File: config.mk
export PLATFORM = sky130hd
export DESIGN_NAME = mips_ctrl_pipe
export DESIGN_NICKNAME = d
export VERILOG_FILES = /design/src/rtl/mips_ctrl_pkg.sv /design/src/rtl/mips_ctrl_decode.sv /design/src/rtl/mips_ctrl_pipe.sv
export SDC_FILE = /design/constraint.sdc
export NUM_CORES = 1
export LEC_CHECK = 0
export CELL_PAD_IN_SITES_DETAIL_PLACEMENT = 0
export CELL_PAD_IN_SITES_GLOBAL_PLACEMENT = 1
export CORE_AREA = 2 2 74 76
export CTS_CLUSTER_SIZE = 14
export DETAILED_ROUTE_END_ITERATION = 12
export DIE_AREA = 0 0 76 78
export GPL_TIMING_DRIVEN = 0
export MAX_ROUTING_LAYER = met4
export PLACE_DENSITY = 0.77
export SETUP_SLACK_MARGIN = 0.3
export SLEW_MARGIN = 20
export SYNTH_ARGS = -nofsm -noshare
export SYNTH_HDL_FRONTEND = slang
export SYNTH_HIERARCHICAL = 1
export SYNTH_SLANG_ARGS = --single-unit
File: constraint.sdc
create_clock -name clk -period 2.2 [get_ports clk]
set_clock_uncertainty 0.15 [all_clocks]
set_input_delay 0.33 -clock clk [delete_from_list [all_inputs] [get_ports clk]]
set_output_delay 0.33 -clock clk [all_outputs]
set_load 0.02 [all_outputs]
File: src/rtl/mips_ctrl_pkg.sv
// Shared types and constants for the pipelined MIPS main control.
package mips_ctrl_pkg;

    // Opcodes understood by the decoder (6-bit MIPS primary opcode values)
    localparam int OP_RTYPE = 0;
    localparam int OP_BEQ   = 4;
    localparam int OP_BNE   = 5;
    localparam int OP_ADDI  = 8;
    localparam int OP_ORI   = 13;
    localparam int OP_LW    = 35;
    localparam int OP_SW    = 43;

    // Base ALU-op encodings; wider ALUOP_W configurations zero-extend these
    typedef enum logic [1:0] {
        ALU_ADD   = 2'd0,
        ALU_SUB   = 2'd1,
        ALU_FUNCT = 2'd2,
        ALU_OR    = 2'd3
    } aluop_e;

    typedef struct packed {
        logic regwrite;
        logic memtoreg;
    } ctrl_wb_t;

    typedef struct packed {
        logic branch;
        logic branch_ne;
        logic memread;
        logic memwrite;
    } ctrl_m_t;

    typedef struct packed {
        logic   regdst;
        aluop_e aluop;
        logic   alusrc;
    } ctrl_ex_t;

    localparam ctrl_wb_t WB_BUBBLE = '{regwrite: 1'b0, memtoreg: 1'b0};
    localparam ctrl_m_t  M_BUBBLE  = '{branch: 1'b0, branch_ne: 1'b0,
                                       memread: 1'b0, memwrite: 1'b0};
    localparam ctrl_ex_t EX_BUBBLE = '{regdst: 1'b0, aluop: ALU_ADD, alusrc: 1'b0};

endpackage

File: src/rtl/mips_ctrl_decode.sv
// ID-stage opcode decoder: opcode -> WB/M/EX control, legality, rt-read flag.
module mips_ctrl_decode
    import mips_ctrl_pkg::*;
#(
    parameter int OPC_W = 6
) (
    input  logic [OPC_W-1:0] opcode,
    output ctrl_wb_t         wb,
    output ctrl_m_t          m,
    output ctrl_ex_t         ex,
    output logic             legal,
    output logic             reads_rt
);

    // Table decode; anything not listed is illegal and decodes to all zeros
    always_comb begin
        wb       = WB_BUBBLE;
        m        = M_BUBBLE;
        ex       = EX_BUBBLE;
        legal    = 1'b1;
        reads_rt = 1'b0;
        case (opcode)
            OPC_W'(OP_RTYPE): begin
                wb.regwrite = 1'b1;
                ex.regdst   = 1'b1;
                ex.aluop    = ALU_FUNCT;
                reads_rt    = 1'b1;
            end
            OPC_W'(OP_LW): begin
                wb.regwrite = 1'b1;
                wb.memtoreg = 1'b1;
                m.memread   = 1'b1;
                ex.alusrc   = 1'b1;
            end
            OPC_W'(OP_SW): begin
                m.memwrite  = 1'b1;
                ex.alusrc   = 1'b1;
                reads_rt    = 1'b1;
            end
            OPC_W'(OP_BEQ): begin
                m.branch    = 1'b1;
                ex.aluop    = ALU_SUB;
                reads_rt    = 1'b1;
            end
            OPC_W'(OP_BNE): begin
                m.branch    = 1'b1;
                m.branch_ne = 1'b1;
                ex.aluop    = ALU_SUB;
                reads_rt    = 1'b1;
            end
            OPC_W'(OP_ADDI): begin
                wb.regwrite = 1'b1;
                ex.alusrc   = 1'b1;
            end
            OPC_W'(OP_ORI): begin
                wb.regwrite = 1'b1;
                ex.alusrc   = 1'b1;
                ex.aluop    = ALU_OR;
            end
            default: legal = 1'b0;
        endcase
    end

endmodule

File: src/rtl/mips_ctrl_pipe.sv
// Pipelined main control: decode in ID, carry control through ID/EX,
// EX/MEM and MEM/WB, with load-use stall, branch flush and illegal flag.
module mips_ctrl_pipe
    import mips_ctrl_pkg::*;
#(
    parameter int OPC_W     = 6,
    parameter int REG_AW    = 5,
    parameter int ALUOP_W   = 2,   // must be >= 2
    parameter bit HAZARD_EN = 1'b1
) (
    input  logic               clk,
    input  logic               rst,
    input  logic               id_valid,
    input  logic [OPC_W-1:0]   id_opcode,
    input  logic [REG_AW-1:0]  id_rs,
    input  logic [REG_AW-1:0]  id_rt,
    input  logic [REG_AW-1:0]  id_rd,
    input  logic               flush_i,
    output logic               stall_o,
    output logic               pc_write_o,
    output logic               ifid_write_o,
    output logic               ex_regdst,
    output logic [ALUOP_W-1:0] ex_aluop,
    output logic               ex_alusrc,
    output logic [REG_AW-1:0]  ex_dst,
    output logic               mem_branch,
    output logic               mem_branch_ne,
    output logic               mem_memread,
    output logic               mem_memwrite,
    output logic [REG_AW-1:0]  mem_dst,
    output logic               wb_regwrite,
    output logic               wb_memtoreg,
    output logic [REG_AW-1:0]  wb_dst,
    output logic               illegal_o
);

    ctrl_wb_t dec_wb;
    ctrl_m_t  dec_m;
    ctrl_ex_t dec_ex;
    logic     dec_legal;
    logic     dec_reads_rt;

    mips_ctrl_decode #(.OPC_W(OPC_W)) u_decode (
        .opcode   (id_opcode),
        .wb       (dec_wb),
        .m        (dec_m),
        .ex       (dec_ex),
        .legal    (dec_legal),
        .reads_rt (dec_reads_rt)
    );

    // ID/EX
    ctrl_wb_t            idex_wb;
    ctrl_m_t             idex_m;
    ctrl_ex_t            idex_ex;
    logic [REG_AW-1:0]   idex_dst;
    // EX/MEM
    ctrl_wb_t            exmem_wb;
    ctrl_m_t             exmem_m;
    logic [REG_AW-1:0]   exmem_dst;
    // MEM/WB
    ctrl_wb_t            memwb_wb;
    logic [REG_AW-1:0]   memwb_dst;

    logic                hazard;
    logic                id_bubble;
    logic [REG_AW-1:0]   id_dst;
    logic                illegal_q;

    // Destination select; instructions that do not write a register carry dst 0
    // so that downstream forwarding/hazard compares never match them.
    always_comb begin
        id_dst = '0;
        if (dec_wb.regwrite)
            id_dst = dec_ex.regdst ? id_rd : id_rt;
    end

    // Load-use hazard: load in EX whose destination is read by the ID instruction.
    // r0 is never a hazard source since its dst is 0 whenever nothing is written.
    always_comb begin
        hazard = 1'b0;
        if (HAZARD_EN)
            hazard = idex_m.memread && (idex_dst != '0) && id_valid &&
                     ((idex_dst == id_rs) || (dec_reads_rt && (idex_dst == id_rt)));
    end

    assign stall_o      = hazard & ~rst;
    assign pc_write_o   = ~stall_o;
    assign ifid_write_o = ~stall_o;

    assign id_bubble = flush_i || !id_valid || !dec_legal || hazard;

    // ID/EX register: bubble on flush, stall, idle slot or illegal opcode
    always_ff @(posedge clk) begin
        if (rst || id_bubble) begin
            idex_wb  <= WB_BUBBLE;
            idex_m   <= M_BUBBLE;
            idex_ex  <= EX_BUBBLE;
            idex_dst <= '0;
        end else begin
            idex_wb  <= dec_wb;
            idex_m   <= dec_m;
            idex_ex  <= dec_ex;
            idex_dst <= id_dst;
        end
    end

    // EX/MEM register: flush kills the instruction that was in EX
    always_ff @(posedge clk) begin
        if (rst || flush_i) begin
            exmem_wb  <= WB_BUBBLE;
            exmem_m   <= M_BUBBLE;
            exmem_dst <= '0;
        end else begin
            exmem_wb  <= idex_wb;
            exmem_m   <= idex_m;
            exmem_dst <= idex_dst;
        end
    end

    // MEM/WB register: the resolving branch itself still retires on a flush
    always_ff @(posedge clk) begin
        if (rst) begin
            memwb_wb  <= WB_BUBBLE;
            memwb_dst <= '0;
        end else begin
            memwb_wb  <= exmem_wb;
            memwb_dst <= exmem_dst;
        end
    end

    // Sticky illegal flag; an opcode being flushed away does not count
    always_ff @(posedge clk) begin
        if (rst)
            illegal_q <= 1'b0;
        else if (id_valid && !dec_legal && !flush_i)
            illegal_q <= 1'b1;
    end

    assign ex_regdst     = idex_ex.regdst;
    assign ex_aluop      = ALUOP_W'(idex_ex.aluop);
    assign ex_alusrc     = idex_ex.alusrc;
    assign ex_dst        = idex_dst;
    assign mem_branch    = exmem_m.branch;
    assign mem_branch_ne = exmem_m.branch_ne;
    assign mem_memread   = exmem_m.memread;
    assign mem_memwrite  = exmem_m.memwrite;
    assign mem_dst       = exmem_dst;
    assign wb_regwrite   = memwb_wb.regwrite;
    assign wb_memtoreg   = memwb_wb.memtoreg;
    assign wb_dst        = memwb_dst;
    assign illegal_o     = illegal_q;

endmodule

==> impl_metrics.json <==
{
  "die_h_um": 78,
  "initial_core_util": 0.288,
  "drt_wl_total_um": 3720,
  "dr.pass1.iters": 4,
  "seq_area_um2": 688,
  "synthToLayoutAreaGrowth_pct": 72.8,
  "yosysMostFrequentCell": "dfxtp_1",
  "grt_max_degree": 13,
  "hold_class": "input pin to register",
  "layout-drive-gt1-share": 0.342,
  "cp.arrival_ps": 1880,
  "tightest_slew_ps": 478,
  "hold_viol": 0,
  "num-fill-cells": 487,
  "gp_congestion": 0.845,
  "antenna_found_initial": 0,
  "synth.cells.most_frequent": "34 x dfxtp_1, 12 x nand2_1, 10 x a21oi_2, 10 x and2_1, 10 x xnor2_1",
  "grtUsageMet3": 0.0314,
  "cts_sinks": 34,
  "die_area_um2": 5930,
  "setup_slack_ps": -155,
  "vias": 1332,
  "ant_nets": 0,
  "drc_errors": 0,
  "grt_pass1_wl_um": 6220,
  "outcome": "complete, but fails checks",
  "cts.clk_slew.worst_paths_ps": 70,
  "cp-end-kind": "primary output",
  "wl_per_cell_um": 12.5,
  "required_ps": 1720,
  "clockBufferDepth": 2,
  "async_reset_ff_frac": 0,
  "grt.busiest_layer": "met2",
  "n_antenna_cell": 0,
  "grt-ovfl-total": 0,
  "criticalPathCategory": "input pin to primary output",
  "num_rows": 26,
  "peakVddDrop_mv": 0.231,
  "rsz0062_at_grt": "true",
  "cts_htree_levels": 2,
  "synthFlopType": "dfxtp_1",
  "power_density_nw_per_um2": 527,
  "drtIter0Drc": 23,
  "synth_nets": 172,
  "viasPerCell": 4.47,
  "synth_cell_types": 39,
  "yosys.area.top_type": "dfxtp_1",
  "p_leak_nw": 0.938,
  "grt_use_met2": 0.222,
  "cap_violations": 0,
  "synth_seq_cells": 34,
  "multi_input_area_um2": 790,
  "groute.usage.overall": 0.136,
  "cp-start-kind": "input pin",
  "pin_count": 54,
  "numCtsBuffers": 5,
  "crit_fanout": 2,
  "slew_headroom": 0.681,
  "clockRootBuffer": "clkbuf_8",
  "grt_pass1_vias": 1266,
  "hold-worst-slack_ps": 206,
  "use_met1": 0.161,
  "min_period_ps": 2360,
  "dp_cells": 269,
  "instances_no_fill": 298,
  "synth_area_leaders": "dfxtp_1 47%, a21oi_2 6.0%, xnor2_1 6.0%, and2_1 4.3%, nor2b_1 3.4%",
  "finalCritPeriodShare": 1.07,
  "core_area_um2": 5040,
  "avgSynthCellArea_um2": 9.88,
  "cts_tree": "done",
  "total_power_mw": 1.32,
  "die_x_um": 76,
  "synth_edf_count": 0,
  "yosysTopAreaCellShare": 0.469,
  "yosysSeqAreaShare": 0.469,
  "place.port_buffers": 52,
  "synth.cell_area_um2": 1450,
  "dp_hpwl_um": 2560,
  "violations": "negative setup slack",
  "setup_viol": 3,
  "worstSkewPairLatency_ps": 290,
  "fin_nets": 252,
  "fmax_mhz": 425,
  "synth-warning-count": 6,
  "slew_violations": 0,
  "synthCells": 147
}
[cells by family after synthesis]
group / count (synthesis) / share of synthesized area
mux: 5 / 0.0353
simple gates: 61 / 0.243
flops: 34 / 0.469
compound gates: 26 / 0.149
xor+xnor: 10 / 0.0603
buf+inv: 11 / 0.0439
[report_power, final]
part           internal, mW  total (mW)  leakage [nW]  switching (mW)
clock                 0.337       0.572        0.0504           0.236
combinational        0.0777       0.135         0.612          0.0577
sequential            0.614       0.615         0.276        0.000819
[layer usage]
layer  up-vias  wire, µm
met1       623      1690
met3         6       147
met5         -         0
met4         0        78
li1        669         -
met2        34      1800
[final cells by class]
cell class | count | share of cell area
Buffer | 10 | 0.0444
Multi-Input combinational cell | 102 | 0.315
Tap cell | 70 | 0.0349
Timing Repair Buffer | 73 | 0.285
Clock inverter | 3 | 0.0179
Inverter | 1 | 0.00150
Clock buffer | 5 | 0.0274
Sequential cell | 34 | 0.274
[cells in the final DEF (no fill, tap or decap), types with 3 or more instances in the layout]
master | synthesis | routed
buf_8 | 1 | 4
clkdlybuf4s50_1 | 0 | 43
or3_4 | 0 | 3
nor2b_1 | 8 | 7
nor2_1 | 6 | 5
clkbuf_8 | 0 | 7
a21oi_2 | 10 | 10
nand2_1 | 12 | 10
buf_6 | 0 | 7
a21oi_1 | 5 | 4
mux2i_1 | 4 | 4
and2_1 | 10 | 10
buf_4 | 3 | 17
xnor2_1 | 10 | 10
dfxtp_1 | 34 | 32
buf_12 | 0 | 3
[sequential cells by signal, summed over array words and instances, names as in the netlist, 2 cells and up]
register  flops
ex_dst        5
mem_dst       5
wb_dst        5
idex_m        4
ex_aluop      2
exmem_wb      2
idex_wb       2
[timing repair]
| item | 4_1_cts | 5_1_grt |
|---|---|---|
| buffers inserted | 8 | 13 |
| setup endpoints to repair | 19 | 19 |
| cloned | 0 | 0 |
| resized for setup | 53 | 21 |
| hold buffers | 0 | 0 |
| pin swaps | 4 | 9 |
[path summary, 6_finish.rpt]
| check | slack, ps | depth (start not counted) | endpoint | startpoint |
|---|---|---|---|---|
| hold / removal | 210 | 4 | ex_alusrc$_SDFF_PP0_ | id_opcode[4] |
| setup / recovery | -160 | 10 | pc_write_o | id_opcode[5] |
| setup reg to reg | 300 | 6 | ex_dst[2]$_SDFF_PP0_ | ex_dst[0]$_SDFF_PP0_ |
| hold reg to reg | 280 | 1 | mem_branch$_SDFF_PP0_ | idex_m[3]$_SDFF_PP0_ |
[worst max-delay path: stages]
cell and delay (ps):
buf_8 90, or2_4 240, or3_4 340, a21oi_4 170, nand2_2 80, o22ai_4 140
buf_8 130, nand3b_1 100, buf_6 140, buf_6 120
[stage by stage]
stage	util	setup WS (ps)	TNS [ps]	area (µm²)
3_3_place_gp	0.418	-1340	-9380	2110
3_5_place_dp	0.418	-1340	-9490	2110
4_1_cts	0.467	-210	-543	2350
6_report	0.498	-155	-419	2510
5_1_grt	0.498	-240	-635	2510
2_1_floorplan	-	-169	-169	1500
No activity file was read; power rests on OpenSTA's default activity.
